## src/rtl/game_pkg.sv

```systemverilog
// Shared game constants and the camera sequencer state encoding.
package game_pkg;

  localparam int PHY_WIDTH     = 14;
  localparam int CAM_WIDTH     = 5;
  localparam int BLOCK_WIDTH   = 480;
  localparam int MAX_BLOCK     = 31;
  localparam int CHAR_WIDTH_Y  = 32;
  localparam int SETTLE_FRAMES = 2;

  typedef enum logic [1:0] {
    IDLE,
    CHECK,
    UPDATE,
    HOLD
  } cam_state_t;

endpackage

```

## src/rtl/camera_scroll_ctrl.sv

```systemverilog
// Frame-synchronous camera sequencer: samples the character once per frame at
// vblank start and steps the camera block index by one when the character
// centre leaves the visible block. Outputs only change inside vblank.
module camera_scroll_ctrl #(
  parameter int PHY_WIDTH     = game_pkg::PHY_WIDTH,
  parameter int CAM_WIDTH     = game_pkg::CAM_WIDTH,
  parameter int BLOCK_WIDTH   = game_pkg::BLOCK_WIDTH,
  parameter int MAX_BLOCK     = game_pkg::MAX_BLOCK,
  parameter int CHAR_WIDTH_Y  = game_pkg::CHAR_WIDTH_Y,
  parameter int SETTLE_FRAMES = game_pkg::SETTLE_FRAMES
) (
  input  logic                 sys_clk,
  input  logic                 sys_rst_n,
  input  logic                 frame_start,
  input  logic [PHY_WIDTH-1:0] char_abs_y,
  input  logic                 force_load,
  input  logic [CAM_WIDTH-1:0] force_block,
  output logic [CAM_WIDTH-1:0] camera_y,
  output logic [PHY_WIDTH-1:0] camera_offset,
  output logic                 scroll_pulse,
  output logic                 scroll_dir,
  output logic                 busy
);
  import game_pkg::*;

  // Centre and bounds carry one extra bit so the compare never wraps.
  localparam int                   CW     = PHY_WIDTH + 1;
  localparam logic [CAM_WIDTH-1:0] MAX_B  = CAM_WIDTH'(MAX_BLOCK);
  localparam logic [PHY_WIDTH-1:0] BLK_P  = PHY_WIDTH'(BLOCK_WIDTH);
  localparam logic [CW-1:0]        BLK_C  = CW'(BLOCK_WIDTH);
  localparam logic [CW-1:0]        HALF_C = CW'(CHAR_WIDTH_Y / 2);
  localparam logic [3:0]           SETTLE = 4'(SETTLE_FRAMES);

  cam_state_t           state_q, state_d;
  logic [CAM_WIDTH-1:0] cam_y_q, cam_y_d;
  logic [PHY_WIDTH-1:0] offset_q, offset_d;
  logic [CW-1:0]        centre_q, centre_d;
  logic                 pend_dir_q, pend_dir_d;
  logic                 pulse_q, pulse_d;
  logic                 dir_q, dir_d;
  logic [3:0]           hold_q, hold_d;

  logic [CAM_WIDTH-1:0] force_blk;
  logic [PHY_WIDTH-1:0] force_off;
  logic [CW-1:0]        lo, hi;

  // Next-state and datapath: force_load overrides the FSM; normal steps use only an adder.
  always_comb begin
    state_d    = state_q;
    cam_y_d    = cam_y_q;
    offset_d   = offset_q;
    centre_d   = centre_q;
    pend_dir_d = pend_dir_q;
    pulse_d    = 1'b0;
    dir_d      = dir_q;
    hold_d     = hold_q;

    force_blk = (force_block > MAX_B) ? MAX_B : force_block;
    force_off = PHY_WIDTH'(force_blk) * BLK_P;
    lo        = {1'b0, offset_q};
    hi        = lo + BLK_C;

    if (force_load) begin
      state_d  = IDLE;
      cam_y_d  = force_blk;
      offset_d = force_off;
      hold_d   = '0;
    end else begin
      case (state_q)
        IDLE: begin
          if (frame_start) begin
            centre_d = {1'b0, char_abs_y} + HALF_C;
            state_d  = CHECK;
          end
        end
        CHECK: begin
          if (centre_q < lo && cam_y_q != '0) begin
            pend_dir_d = 1'b0;
            state_d    = UPDATE;
          end else if (centre_q >= hi && cam_y_q < MAX_B) begin
            pend_dir_d = 1'b1;
            state_d    = UPDATE;
          end else begin
            state_d = IDLE;
          end
        end
        UPDATE: begin
          if (pend_dir_q) begin
            cam_y_d  = cam_y_q + CAM_WIDTH'(1);
            offset_d = offset_q + BLK_P;
          end else begin
            cam_y_d  = cam_y_q - CAM_WIDTH'(1);
            offset_d = offset_q - BLK_P;
          end
          pulse_d = 1'b1;
          dir_d   = pend_dir_q;
          hold_d  = SETTLE;
          state_d = HOLD;
        end
        HOLD: begin
          // The frame that drains the counter returns to IDLE without being checked.
          if (frame_start) begin
            if (hold_q <= 4'd1) begin
              hold_d  = '0;
              state_d = IDLE;
            end else begin
              hold_d = hold_q - 4'd1;
            end
          end
        end
        default: state_d = IDLE;
      endcase
    end
  end

  // State and output registers with synchronous active-low reset.
  always_ff @(posedge sys_clk) begin
    if (!sys_rst_n) begin
      state_q    <= IDLE;
      cam_y_q    <= '0;
      offset_q   <= '0;
      centre_q   <= '0;
      pend_dir_q <= 1'b0;
      pulse_q    <= 1'b0;
      dir_q      <= 1'b0;
      hold_q     <= '0;
    end else begin
      state_q    <= state_d;
      cam_y_q    <= cam_y_d;
      offset_q   <= offset_d;
      centre_q   <= centre_d;
      pend_dir_q <= pend_dir_d;
      pulse_q    <= pulse_d;
      dir_q      <= dir_d;
      hold_q     <= hold_d;
    end
  end

  assign camera_y      = cam_y_q;
  assign camera_offset = offset_q;
  assign scroll_pulse  = pulse_q;
  assign scroll_dir    = dir_q;
  assign busy          = (state_q != IDLE);

endmodule

```

## config.mk

```make
export PLATFORM = sky130hd
export DESIGN_NAME = camera_scroll_ctrl
export DESIGN_NICKNAME = d
export VERILOG_FILES = /design/src/rtl/game_pkg.sv /design/src/rtl/camera_scroll_ctrl.sv
export SDC_FILE = /design/constraint.sdc
export NUM_CORES = 1
export LEC_CHECK = 0
export BUFFER_PORTS_ARGS = -buffer_cell sky130_fd_sc_hd__buf_2
export CORE_MARGIN = 3
export CORE_UTILIZATION = 34
export DETAILED_ROUTE_END_ITERATION = 6
export GPL_ROUTABILITY_DRIVEN = 0
export REMOVE_ABC_BUFFERS = 1
export SLEW_MARGIN = 5
export SYNTH_ARGS = -nofsm -noshare
export SYNTH_HDL_FRONTEND = slang
export SYNTH_SLANG_ARGS = --single-unit
```

## constraint.sdc

```tcl
create_clock -name sys_clk -period 7.35 [get_ports sys_clk]
set_input_delay 0 -clock sys_clk [delete_from_list [all_inputs] [get_ports sys_clk]]
set_output_delay 0 -clock sys_clk [all_outputs]
set_load 0.1 [all_outputs]
```

==> run_results.csv <==
group,metric,value,unit
synthesis,syn_area,0.00326,mm²
global_routing,antenna_found_initial,0,
synthesis,yosysWarnings,0,
sta,hold_ws,0.0176,ns
worst_setup_path,r2r-start,"camera_offset[5]",
placement,io_buffers,39,
worst_setup_path,required,7.60,ns
worst_setup_path,path_delay_family,"adder cells",
sta,maxSlewViolCount,0,
placement,dp.cells,546,
power_and_ir_drop,p_leak,1.70,nW
clock_tree,htreeDepth,2,
clock_tree,cts_resized,0,
clock_tree,cts_tree,"done",
clock_tree,ctsLongestPathBuffers,2,
final_layout,nets,506,
worst_setup_path,r2r_cells,10,
synthesis,synth.distinct_cells,49,
floorplanning,core_area,0.00928,mm²
worst_setup_path,start_kind,"input port",
floorplanning,start_util,35.1,%
global_routing,grt_pass1_vias,2711,
drt,num_vias,2763,
global_routing,grt_pass1_wl,12600,µm
sta,fin_setup_tns,0,ns
final_layout,n_antenna_cell,0,
sta,period_minus_slack,3.09,ns
sta,final-setup-viol-count,0,
drt,via_per_inst,4.95,
worst_setup_path,crit_buf_inv,4,
sta,rsz0062_at_grt,"false",
sta,tightest_slew,1.02,ns
floorplanning,die_w,104,µm
worst_setup_path,max_stage_delay,0.58,ns
floorplanning,top_level_ports,45,
synthesis,synth_area_per_cell,8.28,µm²
worst_setup_path,crit_fanout,5,
drt,dr.pass1.iters,4,
placement,hpwl,5830,µm
synthesis,ys_seq_area_share,23.3,%
clock_tree,cts_sinks,38,
clock_tree,cts_buffers,5,
floorplanning,dieHeight,104,µm
sta,hold_violations,0,
synthesis,syn_inst,394,
global_routing,grt_max_degree,33,
worst_setup_path,arrival,3.33,ns
worst_setup_path,r2r_slack,4.89,ns
synthesis,synth-edff-count,0,
worst_setup_path,critical_path.slowest_cell,"fa_1",
global_routing,overflow,0,
worst_setup_path,path_cells,"buf_2 > inv_1 > nor3_1 > nor2_1 > fa_1 > inv_1 > fa_1 > inv_1 > fa_1 > nor2b_1 > o31a_1 > o21ai_1 > mux2i_1 > a311oi_1 > o311a_1",
final_layout,drive_gt1_share,11.4,%
min_path,holdCritStartpoint,"force_block[1]",
power_and_ir_drop,ir_worst_vdd,73.1,µV
final_layout,stdcell_count,558,
synthesis,synth_seq_cells,38,
final_layout,syn_to_final_growth,12.8,%
power_and_ir_drop,p_per_area,196,mW/mm²
drt,antenna_left,0,
min_path,whs_path_depth,2,
synthesis,async_flop_share,0,%
min_path,hold-path-endpoint,"camera_y[1]",
final_layout,layout_commonest_cell,"ha_1",
clock_tree,insertion_delay,0.30,ns
job,maxCapViolCount,0,
worst_setup_path,crit_path_end_kind,"flip-flop",
clock_tree,cts_root_buf,"clkbuf_8",
floorplanning,rows,35,
drt,drc,0,
min_path,worstHoldPathType,"input port to flip-flop",
outcome,status,"finished clean",
worst_setup_path,worst-setup-path-type,"input port to flip-flop",
floorplanning,dieArea,0.0108,mm²
drt,routed_wl,7430,µm
sta,max_slew_margin,31.9,%
clock_tree,clk_pin_slew_worst_paths,0.08,ns
global_routing,grt_use_total,14.0,%
drt,drtIter0Drc,122,
sta,fmax,324,MHz
drt,wl_per_cell,13.3,µm
final_layout,final_cell_mix,"ha_1 (46), buf_2 (39), dfxtp_1 (38)",
synthesis,synth_ff_type,"dfxtp_1",
sta,fin_crit_sh,42.0,%
sta,fin_skew,0.00756,ns
==> per-stage QoR <==
stage | worst slack [ns] | util [%] | cell area [µm²] | total power, mW
3_3_place_gp | 4.13 | 38.0 | 3530 | 0.542
5_1_grt | 4.01 | 39.6 | 3680 | 0.776
2_1_floorplan | 4.38 | - | 3170 | 0.479
6_report | 4.26 | 39.6 | 3680 | 0.723
4_1_cts | 4.28 | 39.6 | 3680 | 0.730
3_5_place_dp | 3.98 | 38.0 | 3530 | 0.545
==> synth_stat cells (all sizes together) (3+ instances only) <==
cell	n	area, µm²
nor2	23	86.3
or3	3	18.8
and3	7	45.1
nand3	13	65.1
a21oi	33	165
mux2i	5	50.1
ha	46	576
xnor2	17	149
fa	9	180
o211a	10	100
nor3	11	55.1
clkbuf	10	37.5
dfxtp	38	761
buf	10	67.6
nand4	4	25.0
xor2	11	96.3
nand2	28	105
o21ai	23	115
o21a	3	22.5
inv	35	131
a21o	4	31.3
a211oi	4	30.0
nor2b	16	100
==> registers in the layout, indices dropped and copies added (netlist names), named ones only <==
register       cells
camera_offset      9
camera_y           5
centre_q          15
hold_q             4
pend_dir_q         1
scroll_dir         1
scroll_pulse       1
state_q            1
==> worst max-delay path by stage <==
stage	startpoint	endpoint	cells past startpoint
global route	force_block[3]	camera_offset[13]	15
CTS	force_block[3]	camera_offset[13]	15
floorplan	camera_offset[5]	flip-flop	10
detailed placement	force_block[3]	camera_offset[13]	15
finish	force_block[3]	camera_offset[13]	15
global placement	force_block[3]	camera_offset[13]	15
==> area by class of cell <==
| cell class | count | area (µm²) |
|---|---|---|
| Clock buffer | 6 | 72.6 |
| Clock inverter | 2 | 37.5 |
| Fill cell | 1009 | 5600 |
| Inverter | 35 | 131 |
| Multi-Input combinational cell | 305 | 2280 |
| Sequential cell | 38 | 761 |
| Tap cell | 129 | 161 |
| Timing Repair Buffer | 43 | 235 |
==> power by group <==
group / leakage (nW) / total [mW] / internal [mW] / switching [mW]
Combinational: 1.34 / 0.302 / 0.108 / 0.195
Sequential: 0.312 / 0.239 / 0.220 / 0.0190
Clock: 0.0514 / 0.182 / 0.101 / 0.0803
Total: 1.70 / 0.723 / 0.429 / 0.294
==> layer usage <==
layer | GRT usage [%] | wire length (µm) | up-vias
met5 | 0 | 0 | -
met4 | 4.37 | 106 | 0
met3 | 3.54 | 365 | 10
met2 | 23.5 | 3460 | 50
met1 | 17.5 | 3500 | 1273
li1 | - | - | 1430
==> what timing repair did <==
| action | in CTS | in global routing |
|---|---|---|
| hold buffers | 4 | 0 |
| endpoints found under the setup margin | 0 | 0 |
| buffers inserted | 0 | 0 |
| hold endpoints to repair | 4 | 0 |
==> kinds of logic after synthesis <==
group,Yosys count,synth area share (%)
AO/OA/AOI/OAI,96,19.2
XOR/XNOR,28,7.52
adder cells (fa/ha/maj),55,23.2
buffers and inverters,55,7.25
flip-flops,38,23.3
multiplexers,5,1.53
other,1,0.115
AND/OR/NAND/NOR,116,17.9
Power figures use the tool's default switching activity.
